===== src/rtl/inc_sequencer.sv =====
// inc_sequencer: counter controller around an external WIDTH-bit incrementor.
// Streams start_val..end_val (inclusive, wrapping) over valid/ready, then pulses done.
module inc_sequencer #(
    parameter int unsigned WIDTH = 4
) (
    input  logic             clk,
    input  logic             rst,
    input  logic             start,
    input  logic [WIDTH-1:0] start_val,
    input  logic [WIDTH-1:0] end_val,
    output logic [WIDTH-1:0] inc_a,
    input  logic [WIDTH-1:0] inc_y,
    output logic [WIDTH-1:0] out_data,
    output logic             out_valid,
    input  logic             out_ready,
    output logic             busy,
    output logic             done
);

    localparam logic [1:0] ST_IDLE = 2'd0;
    localparam logic [1:0] ST_RUN  = 2'd1;
    localparam logic [1:0] ST_DONE = 2'd2;

    logic [1:0]       state_q, state_d;
    logic [WIDTH-1:0] count_q, count_d;
    logic [WIDTH-1:0] limit_q, limit_d;
    logic             out_valid_q, out_valid_d;
    logic             busy_q, busy_d;
    logic             done_q, done_d;

    // Next-state, datapath capture and registered-output decode
    always_comb begin
        state_d     = state_q;
        count_d     = count_q;
        limit_d     = limit_q;
        out_valid_d = 1'b0;
        busy_d      = 1'b0;
        done_d      = 1'b0;

        case (state_q)
            ST_IDLE: begin
                if (start) begin
                    count_d = start_val;
                    limit_d = end_val;
                    state_d = ST_RUN;
                end
            end
            ST_RUN: begin
                // out_valid_q is always high in RUN, so out_ready alone marks a handshake
                if (out_ready) begin
                    if (count_q == limit_q) begin
                        state_d = ST_DONE;
                    end else begin
                        count_d = inc_y;
                    end
                end
            end
            ST_DONE: begin
                state_d = ST_IDLE;
            end
            default: begin
                state_d = ST_IDLE;
            end
        endcase

        // Outputs are registered copies of the decode of the next state
        out_valid_d = (state_d == ST_RUN);
        busy_d      = (state_d == ST_RUN) || (state_d == ST_DONE);
        done_d      = (state_d == ST_DONE);
    end

    // State and output registers with asynchronous reset
    always_ff @(posedge clk or posedge rst) begin
        if (rst) begin
            state_q     <= ST_IDLE;
            count_q     <= '0;
            limit_q     <= '0;
            out_valid_q <= 1'b0;
            busy_q      <= 1'b0;
            done_q      <= 1'b0;
        end else begin
            state_q     <= state_d;
            count_q     <= count_d;
            limit_q     <= limit_d;
            out_valid_q <= out_valid_d;
            busy_q      <= busy_d;
            done_q      <= done_d;
        end
    end

    // Incrementor operand comes straight from the count register, breaking any loop
    assign inc_a     = count_q;
    assign out_data  = count_q;
    assign out_valid = out_valid_q;
    assign busy      = busy_q;
    assign done      = done_q;

endmodule

===== config.mk =====
export PLATFORM = sky130hd
export DESIGN_NAME = inc_sequencer
export DESIGN_NICKNAME = d
export VERILOG_FILES = /design/src/rtl/inc_sequencer.sv
export SDC_FILE = /design/constraint.sdc
export NUM_CORES = 1
export LEC_CHECK = 0
export ABC_AREA = 1
export CORE_AREA = 2 2 47 59
export DETAILED_ROUTE_END_ITERATION = 12
export DIE_AREA = 0 0 49 61
export PLACE_DENSITY_LB_ADDON = 0.3
export SETUP_SLACK_MARGIN = 0.05
export SYNTH_ARGS = -nofsm -noshare
export SYNTH_HDL_FRONTEND = slang
export SYNTH_SLANG_ARGS = --single-unit

===== constraint.sdc =====
create_clock -name clk -period 3.46 [get_ports clk]
set_clock_uncertainty 0.15 [all_clocks]
set_input_delay 0.692 -clock clk [delete_from_list [all_inputs] [get_ports clk]]
set_output_delay 0.692 -clock clk [all_outputs]
set_load 0.01 [all_outputs]

-- Word level (Yosys, flattened, before mapping)
Index checks and enable logic that the tools add are counted.
- eq/ne operators: 7
- reduce and logical (&&, ||, !) cells: 5
- mux-type cells: 8
- operator list (cell ; count):
    two-way mux 4 bit ; 3
    one-hot mux 4 bit (2 select lines) ; 1
    two-way mux 2 bit ; 3
    inequality test 2 bit, second input constant ; 3
    == test 2 x 1 -> 1 bit, second input constant ; 2
    == test 4 bit ; 1
    one-hot mux 2 bit (2 select lines) ; 1
    AND reduction 4 bit ; 1
    == test 2 bit, second input constant ; 1
    logical NOT 2 bit ; 1
    AND reduction 2 bit ; 1
    nonzero test 2 bit ; 1
    logical OR 1 bit ; 1
- word-level logic and storage cells: 26
- register bits after elaboration: 13
- input bits: 16

-- Logic depth before layout (Yosys ltp)
Gate-level depths: netlist (run 1).
- depth after elaboration: 6
- mapped depth: 8
- gate-level depth less buffers: 8

-- Least setup slack after synthesis (run 1)
No wires, ideal clock.
- path type: in2reg
- start point: input start
- end point: register busy_q (netlist: busy)
- stages on the path: 5
- path slack: 1.896 ns
- library setup time: 0.113 ns
- data required time: 3.197 ns
- arrival: 1.301 ns
- path buffers: 0
- cells stage by stage: nand2_1 > inv_1 > a21oi_1 > ha_1 > inv_1
- cells in the longest elaborated chain, start to end: 4
- elaborated cells on any way between the ends: 5
- those cells by class: eq/ne: 2; mux: 2; reduce/logical: 1
- RTL lines (element ; line ; RTL):
    from (decl) ; 8 ; input logic start,
    two-way mux 2 bit * ; 42 ; if (start) begin
    one-hot mux 2 bit (2 select lines) * ; 40 ; case (state_q)
    == test 2 x 1 -> 1 bit or == test 2 bit (tied branches) ; 68 ; busy_d = (state_d == ST_RUN) || (state_d == ST_DONE);
    logical OR 1 bit * ; 68 ;
    via busy_d ; 28 ; logic busy_q, busy_d;
    to (signal assigned) ; 86 ; busy_q <= busy_d;
    to (decl) ; 28 ;
Mark *: on every way through the listed nets, which the timed path passes. The rest lies on a longest branch.
A chain may end at the register's enable or synchronous reset.

-- Worst setup path after layout (run 1)
- start point: register count_q[1] (netlist: inc_a[1])
- end point: output inc_a[1]
- RTL lines (element ; line ; RTL):
    from (decl) ; 25 ; logic [WIDTH-1:0] count_q, count_d;
    from (signal assigned) ; 83 ; count_q <= count_d;
    to (decl) ; 11 ; output logic [WIDTH-1:0] inc_a,
No word-level cell between the ends.

==> reports/results.txt, run 1 <==
min cycle time layout -> 2.10 ns
Multi-input gate area -> 275 um^2
Yosys reg bits -> 13
die width -> 49 um
CP endpoint kind -> primary output
Min-Delay Path Depth -> 2
status -> finished clean
Comb power frac -> 54.2%
DRC Markers -> 0
Pins Over Slew Limit -> 0
Root Buffer -> clkbuf_4
Slew HR -> 67.1%
P_sw -> 0.319 mW
Reg power frac -> 33.9%
unrepaired setup endpoints after global routing -> no
via count of the first global-routing pass -> 583
CTS tree -> built
commonest cells after routing, fill and taps aside -> nand2_1 (38), clkdlybuf4s50_1 (26), inv_1 (14)
Mapped Nets -> 111
die area -> 2990 um^2
Hold Path Class -> register to register
critical path data required time -> 2.62 ns
Top delay family on crit path -> buffers and inverters
sw frac -> 40.7%
Setup WS pre-CTS -> 1.31 ns
Fill cells -> 259
top-level I/O count -> 27
PostCTS Resize Cnt -> 0
endpoints failing setup -> 0
GRT Overall Usage -> 10.5%
drt first pass iters -> 4
Pint -> 0.464 mW
Yosys cell types -> 15
first-pass GRT wire length -> 2.30 mm
Slowest-stage cell, CP -> clkdlybuf4s50_1
Clock transition at path regs -> 0.08 ns
yosys warns -> 0
Util after Layout -> 40.6%
Worst-Skew Late Latency -> 0.27 ns
stages on the worst setup path -> 1
CTS Buffer Depth -> 2
Nets -> 137
H-Tree Depth -> 1
worst setup margin -> 1.36 ns
Die Span Y -> 61 um
largest net degree at the start of global routing -> 14
sequential fraction of the synthesis area -> 46.6%
P&R area growth vs syn -> 41.0%
Port Buffers -> 26
fin crit share -> 60.6%
Setup CP Type -> register to primary output
Hold Vio Cnt, Final -> 0
syn_area_per_cell -> 7.51 um^2
setup TNS -> 0 ns
reg2reg start -> inc_a[1]
Largest stage delay, worst path -> 0.56 ns
R2R cell count -> 8
Clock power frac -> 11.9%
fraction of layout cells with a size suffix above 1 -> 5.08%
DRC marker count from the first detailed-route iteration -> 2
Synth Cell Area -> 698 um^2
FMAX -> 477 MHz
leading cell type in the layout, fill and taps excluded -> nand2_1
grt total ovfl -> 0
pwr dens -> 795 nW/um^2
r2r endpoint -> busy
via count -> 614
crit path from -> inc_a[1]
Final ANT Viol Nets -> 0
Num CTS Buffers -> 3
Worst Setup EP -> inc_a[1]
max cap viols -> 0
Worst setup SP type -> register
hpwl dp -> 1.10 mm
postcts setup bufs -> 0
Placement Rows -> 20
CP max FO -> 5
gpl congestion -> 0.802
# hold bufs at CTS -> 0
Sinks on Clock Net -> 13
Initial Util -> 28.8%
Routed wire per std cell -> 8.78 um
Post-Synthesis Cells -> 93
n_diodes -> 0
sequential cell area -> 325 um^2
CP arrival -> 1.25 ns
crit path cell chain -> clkdlybuf4s50_1
final WL -> 1.33 mm
Core Region -> 2430 um^2
VDD IR max -> 0.350 mV
worst slew pin tran -> 0.493 ns
CP Buf/Inv Count -> 1
reg-to-reg setup timing slack -> 1.83 ns
post-DR vias/cell -> 4.07
initial antenna violation count -> 0
P_leak -> 0.500 nW
-- power by group through the flow --
stage	logic, mW	clock network [mW]	registers (mW)
floorplan	0.287	0	0.278
global placement	0.426	0	0.267
detailed placement	0.433	0	0.270
CTS	0.434	0.0972	0.267
global route	0.489	0.104	0.277
finish	0.424	0.0928	0.265
-- cell families (layout without fill, tap and decap cells) --
group	Yosys count	count (layout)	synth area share (%)
DFF	13	13	46.6
buffers and inverters	20	45	14.0
and+or+nand+nor	51	51	29.2
adders and majority gates	2	2	3.58
AOI/OAI and AO/OA	7	7	6.63
-- cell type report --
cell class / instances / area share, %
clock buffer: 4 / 2.67
inverter: 15 / 5.72
multi-input combinational: 60 / 28.0
sequential: 13 / 33.0
tap: 33 / 4.19
timing repair buffer: 26 / 26.4
-- worst min-delay path, cell delays in order, from the launching register on --
cell     delay (ns)
dfrtp_1        0.41
nand2_1        0.07
nand2_1        0.05
-- how the worst min path moves through the flow --
stage / start / endpoint / slack (ns)
after CTS: inc_a[0] / inc_a[0] / 0.41
after detailed placement: inc_a[0] / inc_a[0] / 0.39
after global placement: inc_a[1] / inc_a[1] / 0.39
after floorplan: limit_q[0] / limit_q[0] / 0.38
final: inc_a[0] / inc_a[0] / 0.40
after global routing: inc_a[3] / inc_a[3] / 0.44
-- per-layer routing --
metal  vias up  wire length (um)  global-route usage (%)
met4         0                42                    9.80
met3         4                51                   0.985
met5         -                 0                       0
met1       264               581                    10.4
met2        19               651                    19.6
li1        327                 -                       -
-- flip-flops by register name, summed over array words and instances (netlist names) --
name	count
state_q	2
done	1
inc_a	4
busy	1
limit_q	4
out_valid	1
-- metrics by stage --
step | power, mW | cell area (um^2) | instances | hold slack (ns)
6_report | 0.782 | 985 | 151 | 0.400
5_1_grt | 0.870 | 985 | 151 | 0.439
4_1_cts | 0.799 | 985 | 151 | 0.412
3_5_place_dp | 0.703 | 958 | 147 | 0.392
3_3_place_gp | 0.694 | 958 | 147 | 0.389
2_1_floorplan | 0.565 | 698 | 93 | 0.380
-- cells in the mapped netlist (all sizes together) --
| master | n | area (um^2) |
|---|---|---|
| ha | 2 | 25.0 |
| nand3 | 6 | 30.0 |
| nand2 | 39 | 149 |
| a21oi | 1 | 5.00 |
| inv | 15 | 56.3 |
| nor2 | 5 | 18.8 |
| buf | 5 | 41.3 |
| or2 | 1 | 6.26 |
| o21ai | 6 | 41.3 |
| dfrtp | 13 | 325 |
(Power assumes the default switching activity.)
==> run 2: changes to the inputs <==
clock period = 1.8 ns   (was 3.46 ns; I/O delays follow)
==> reports/results.txt, run 2 (synthesis gave the netlist of run 1 again) <==
total power -> 1.56 mW
Worst-Skew Late Latency -> 0.27 ns
first-pass GRT wire length -> 2.24 mm
fraction of layout cells with a size suffix above 1 -> 10.6%
post-DR vias/cell -> 4.04
pwr dens -> 1510 nW/um^2
critical path data required time -> 1.29 ns
final WL -> 1.40 mm
Hold Path Class -> primary input to asynchronous set/reset pin
Nets -> 142
DRC Markers -> 0
die width -> 49 um
Multi-input gate area -> 280 um^2
GRT Overall Usage -> 10.2%
max cap viols -> 0
top-level I/O count -> 27
CP Buf/Inv Count -> 1
sequential cell area -> 325 um^2
Hold Vio Cnt, Final -> 0
VDD IR max -> 0.520 mV
endpoints failing setup -> 0
Core Region -> 2430 um^2
Routed wire per std cell -> 8.98 um
commonest cells after routing, fill and taps aside -> nand2_1 (38), clkdlybuf4s50_1 (18), inv_1 (14)
crit path cell chain -> clkdlybuf4s50_1
Die Span Y -> 61 um
gpl congestion -> 0.781
via count -> 630
worst slew pin tran -> 0.477 ns
Slowest-stage cell, CP -> clkdlybuf4s50_1
n_diodes -> 0
Clock transition at path regs -> 0.07 ns
initial antenna violation count -> 0
drt first pass iters -> 4
# hold bufs at CTS -> 0
Final ANT Viol Nets -> 0
CP arrival -> 1.12 ns
Util after Layout -> 42.5%
Placement Rows -> 20
CTS Buffer Depth -> 2
leading cell type in the layout, fill and taps excluded -> nand2_1
hpwl dp -> 1.12 mm
CP endpoint kind -> primary output
worst hold slack -> 0.252 ns
DRC marker count from the first detailed-route iteration -> 3
Initial Util -> 28.8%
Sinks on Clock Net -> 13
Top delay family on crit path -> buffers and inverters
CTS tree -> built
Slew HR -> 68.1%
Num CTS Buffers -> 3
Fill cells -> 252
die area -> 2990 um^2
largest net degree at the start of global routing -> 14
unrepaired setup endpoints after global routing -> no
Root Buffer -> clkbuf_4
P&R area growth vs syn -> 47.8%
Pins Over Slew Limit -> 0
FMAX -> 615 MHz
Port Buffers -> 26
Setup CP Type -> register to primary output
fin crit share -> 90.4%
grt total ovfl -> 0
status -> finished clean
Largest stage delay, worst path -> 0.53 ns
Worst setup SP type -> register
H-Tree Depth -> 1
CP max FO -> 1
min cycle time layout -> 1.63 ns
setup TNS -> 0 ns
P_leak -> 0.582 nW
via count of the first global-routing pass -> 560
[run 2: routing by layer]
layer  routed length (um)  track usage, %
met1                  560            10.1
met2                  732            18.8
met3                   68            1.97
met4                   39            8.57
met5                    0               0
[run 2: stage by stage]
step / setup WS, ns / cells / area (um^2)
after CTS: 0.0548 / 153 / 995
after floorplan: 0.339 / 93 / 698
after detailed placement: 0.128 / 148 / 966
after global placement: 0.177 / 148 / 966
final: 0.173 / 156 / 1030
after global routing: 0.0402 / 156 / 1030
[run 2: where the power goes]
| part | switching, mW | leakage (nW) | internal [mW] | total (mW) |
|---|---|---|---|---|
| clock network | 0.0829 | 0.0150 | 0.0857 | 0.169 |
| logic | 0.476 | 0.408 | 0.407 | 0.883 |
| registers | 0.0833 | 0.159 | 0.422 | 0.505 |
| total | 0.642 | 0.582 | 0.915 | 1.56 |
[run 2: cell type report]
type | count | area share [%]
Multi-Input combinational cell | 60 | 27.2
Inverter | 15 | 5.45
Sequential cell | 13 | 31.5
Timing Repair Buffer | 31 | 29.3
Clock buffer | 4 | 2.55
Tap cell | 33 | 4.00
[run 2: timing repair]
item | CTS | global route
setup endpoints to repair | 6 | 6
resized for setup | 4 | 6
setup buffers | 1 | 3
pin swaps | 0 | 0
endpoints found under the hold margin | 0 | 0
[run 2: path summary, 6_finish.rpt]
check,startpoint,end,slack [ns],depth (start not counted)
max,out_valid,out_valid,0.17,1
max reg2reg,inc_a[0],busy,0.21,8
min,rst,limit_q[1],0.25,2
max in group asynchronous,rst,inc_a[0],0.92,2
min reg2reg,inc_a[2],inc_a[2],0.39,2
min in group clk,inc_a[2],inc_a[2],0.39,2
==> run 3: changes to the inputs <==
RECOVER_POWER = 100   (was unset)
==> reports/results.txt, run 3 (synthesis gave the netlist of run 1 again) <==
status -> finished clean
crit path cell chain -> dlygate4sd3_1
final WL -> 1.40 mm
GRT Overall Usage -> 10.2%
fin crit share -> 95.6%
post-DR vias/cell -> 4.04
endpoints failing setup -> 0
top-level I/O count -> 27
Top delay family on crit path -> buffers and inverters
Die Span Y -> 61 um
P&R area growth vs syn -> 45.5%
Routed wire per std cell -> 8.95 um
setup TNS -> 0 ns
largest net degree at the start of global routing -> 14
H-Tree Depth -> 1
P_leak -> 0.532 nW
via count of the first global-routing pass -> 560
Hold Path Class -> primary input to asynchronous set/reset pin
FMAX -> 581 MHz
min cycle time layout -> 1.72 ns
DRC Markers -> 0
Worst-Skew Late Latency -> 0.27 ns
Final ANT Viol Nets -> 0
pwr dens -> 1510 nW/um^2
CP endpoint kind -> primary output
max cap viols -> 0
Worst setup SP type -> register
CP max FO -> 1
CTS Buffer Depth -> 2
CP Buf/Inv Count -> 1
Util after Layout -> 41.9%
Core Region -> 2430 um^2
# hold bufs at CTS -> 0
first-pass GRT wire length -> 2.24 mm
Initial Util -> 28.8%
via count -> 631
VDD IR max -> 0.522 mV
fraction of layout cells with a size suffix above 1 -> 8.94%
Sinks on Clock Net -> 13
Hold Vio Cnt, Final -> 0
sequential cell area -> 325 um^2
Clock transition at path regs -> 0.07 ns
critical path data required time -> 1.29 ns
Setup CP Type -> register to primary output
commonest cells after routing, fill and taps aside -> nand2_1 (39), clkdlybuf4s50_1 (15), inv_1 (14)
Fill cells -> 255
Port Buffers -> 26
Slowest-stage cell, CP -> dlygate4sd3_1
hpwl dp -> 1.12 mm
worst hold slack -> 0.389 ns
drt first pass iters -> 4
die area -> 2990 um^2
leading cell type in the layout, fill and taps excluded -> nand2_1
gpl congestion -> 0.781
Nets -> 142
Multi-input gate area -> 278 um^2
initial antenna violation count -> 0
Placement Rows -> 20
Slew HR -> 68.1%
n_diodes -> 0
unrepaired setup endpoints after global routing -> no
Largest stage delay, worst path -> 0.60 ns
die width -> 49 um
worst slew pin tran -> 0.477 ns
DRC marker count from the first detailed-route iteration -> 3
Pins Over Slew Limit -> 0
Num CTS Buffers -> 3
grt total ovfl -> 0
CP arrival -> 1.21 ns
CTS tree -> built
Root Buffer -> clkbuf_4
==> run 3: cell types whose count changed in the layout (fill, tap and decap cells not counted), moves of 3 or more <==
cell / delta
clkdlybuf4s25_1: +4
dlymetal6s2s_1: -4
clkdlybuf4s50_1: -3
dlygate4sd3_1: +3
==> run 3: path summary, 6_finish.rpt <==
| path | from | to | slack (ns) | cells after the start |
|---|---|---|---|---|
| setup / recovery | busy | busy | 0.08 | 1 |
| hold / removal | rst | limit_q[1] | 0.39 | 2 |
| setup reg to reg | inc_a[0] | busy | 0.20 | 8 |
| hold reg to reg | inc_a[2] | inc_a[2] | 0.40 | 2 |
| max in group asynchronous | rst | inc_a[0] | 0.78 | 2 |
| min in group clk | inc_a[2] | inc_a[2] | 0.40 | 2 |
==> run 3: through the flow <==
stage	instances	area, um^2	worst slack [ns]	power [mW]
3_3_place_gp	148	966	0.177	1.35
3_5_place_dp	148	966	0.128	1.37
6_report	156	1020	0.0794	1.54
4_1_cts	153	995	0.0548	1.53
2_1_floorplan	93	698	0.339	1.09
5_1_grt	156	1020	0.0323	1.69
==> run 3: layout make-up <==
| cell class | instances | area share, % |
|---|---|---|
| well taps | 33 | 4.06 |
| inverters | 15 | 5.54 |
| clock buffers | 4 | 2.59 |
| repair buffers | 31 | 28.4 |
| flip-flops and latches | 13 | 32.0 |
| multi-input cells | 60 | 27.3 |
==> run 3: metal layers <==
layer,vias to the layer above,share of wire (%),track usage [%]
li1,333,-,-
met1,276,40,10.1
met2,18,52,18.8
met3,4,4.5,1.97
met4,0,2.8,8.57
met5,-,0,0
==> run 3: timing repair <==
item / CTS / global route
setup buffers: 1 / 3
setup endpoints to repair: 6 / 6
gates resized for setup: 4 / 6
==> run 3: report_power, final <==
group / leakage (nW) / switching, mW / internal [mW]
Clock: 0.0150 / 0.0833 / 0.0857
Sequential: 0.159 / 0.0845 / 0.422
Combinational: 0.358 / 0.473 / 0.390
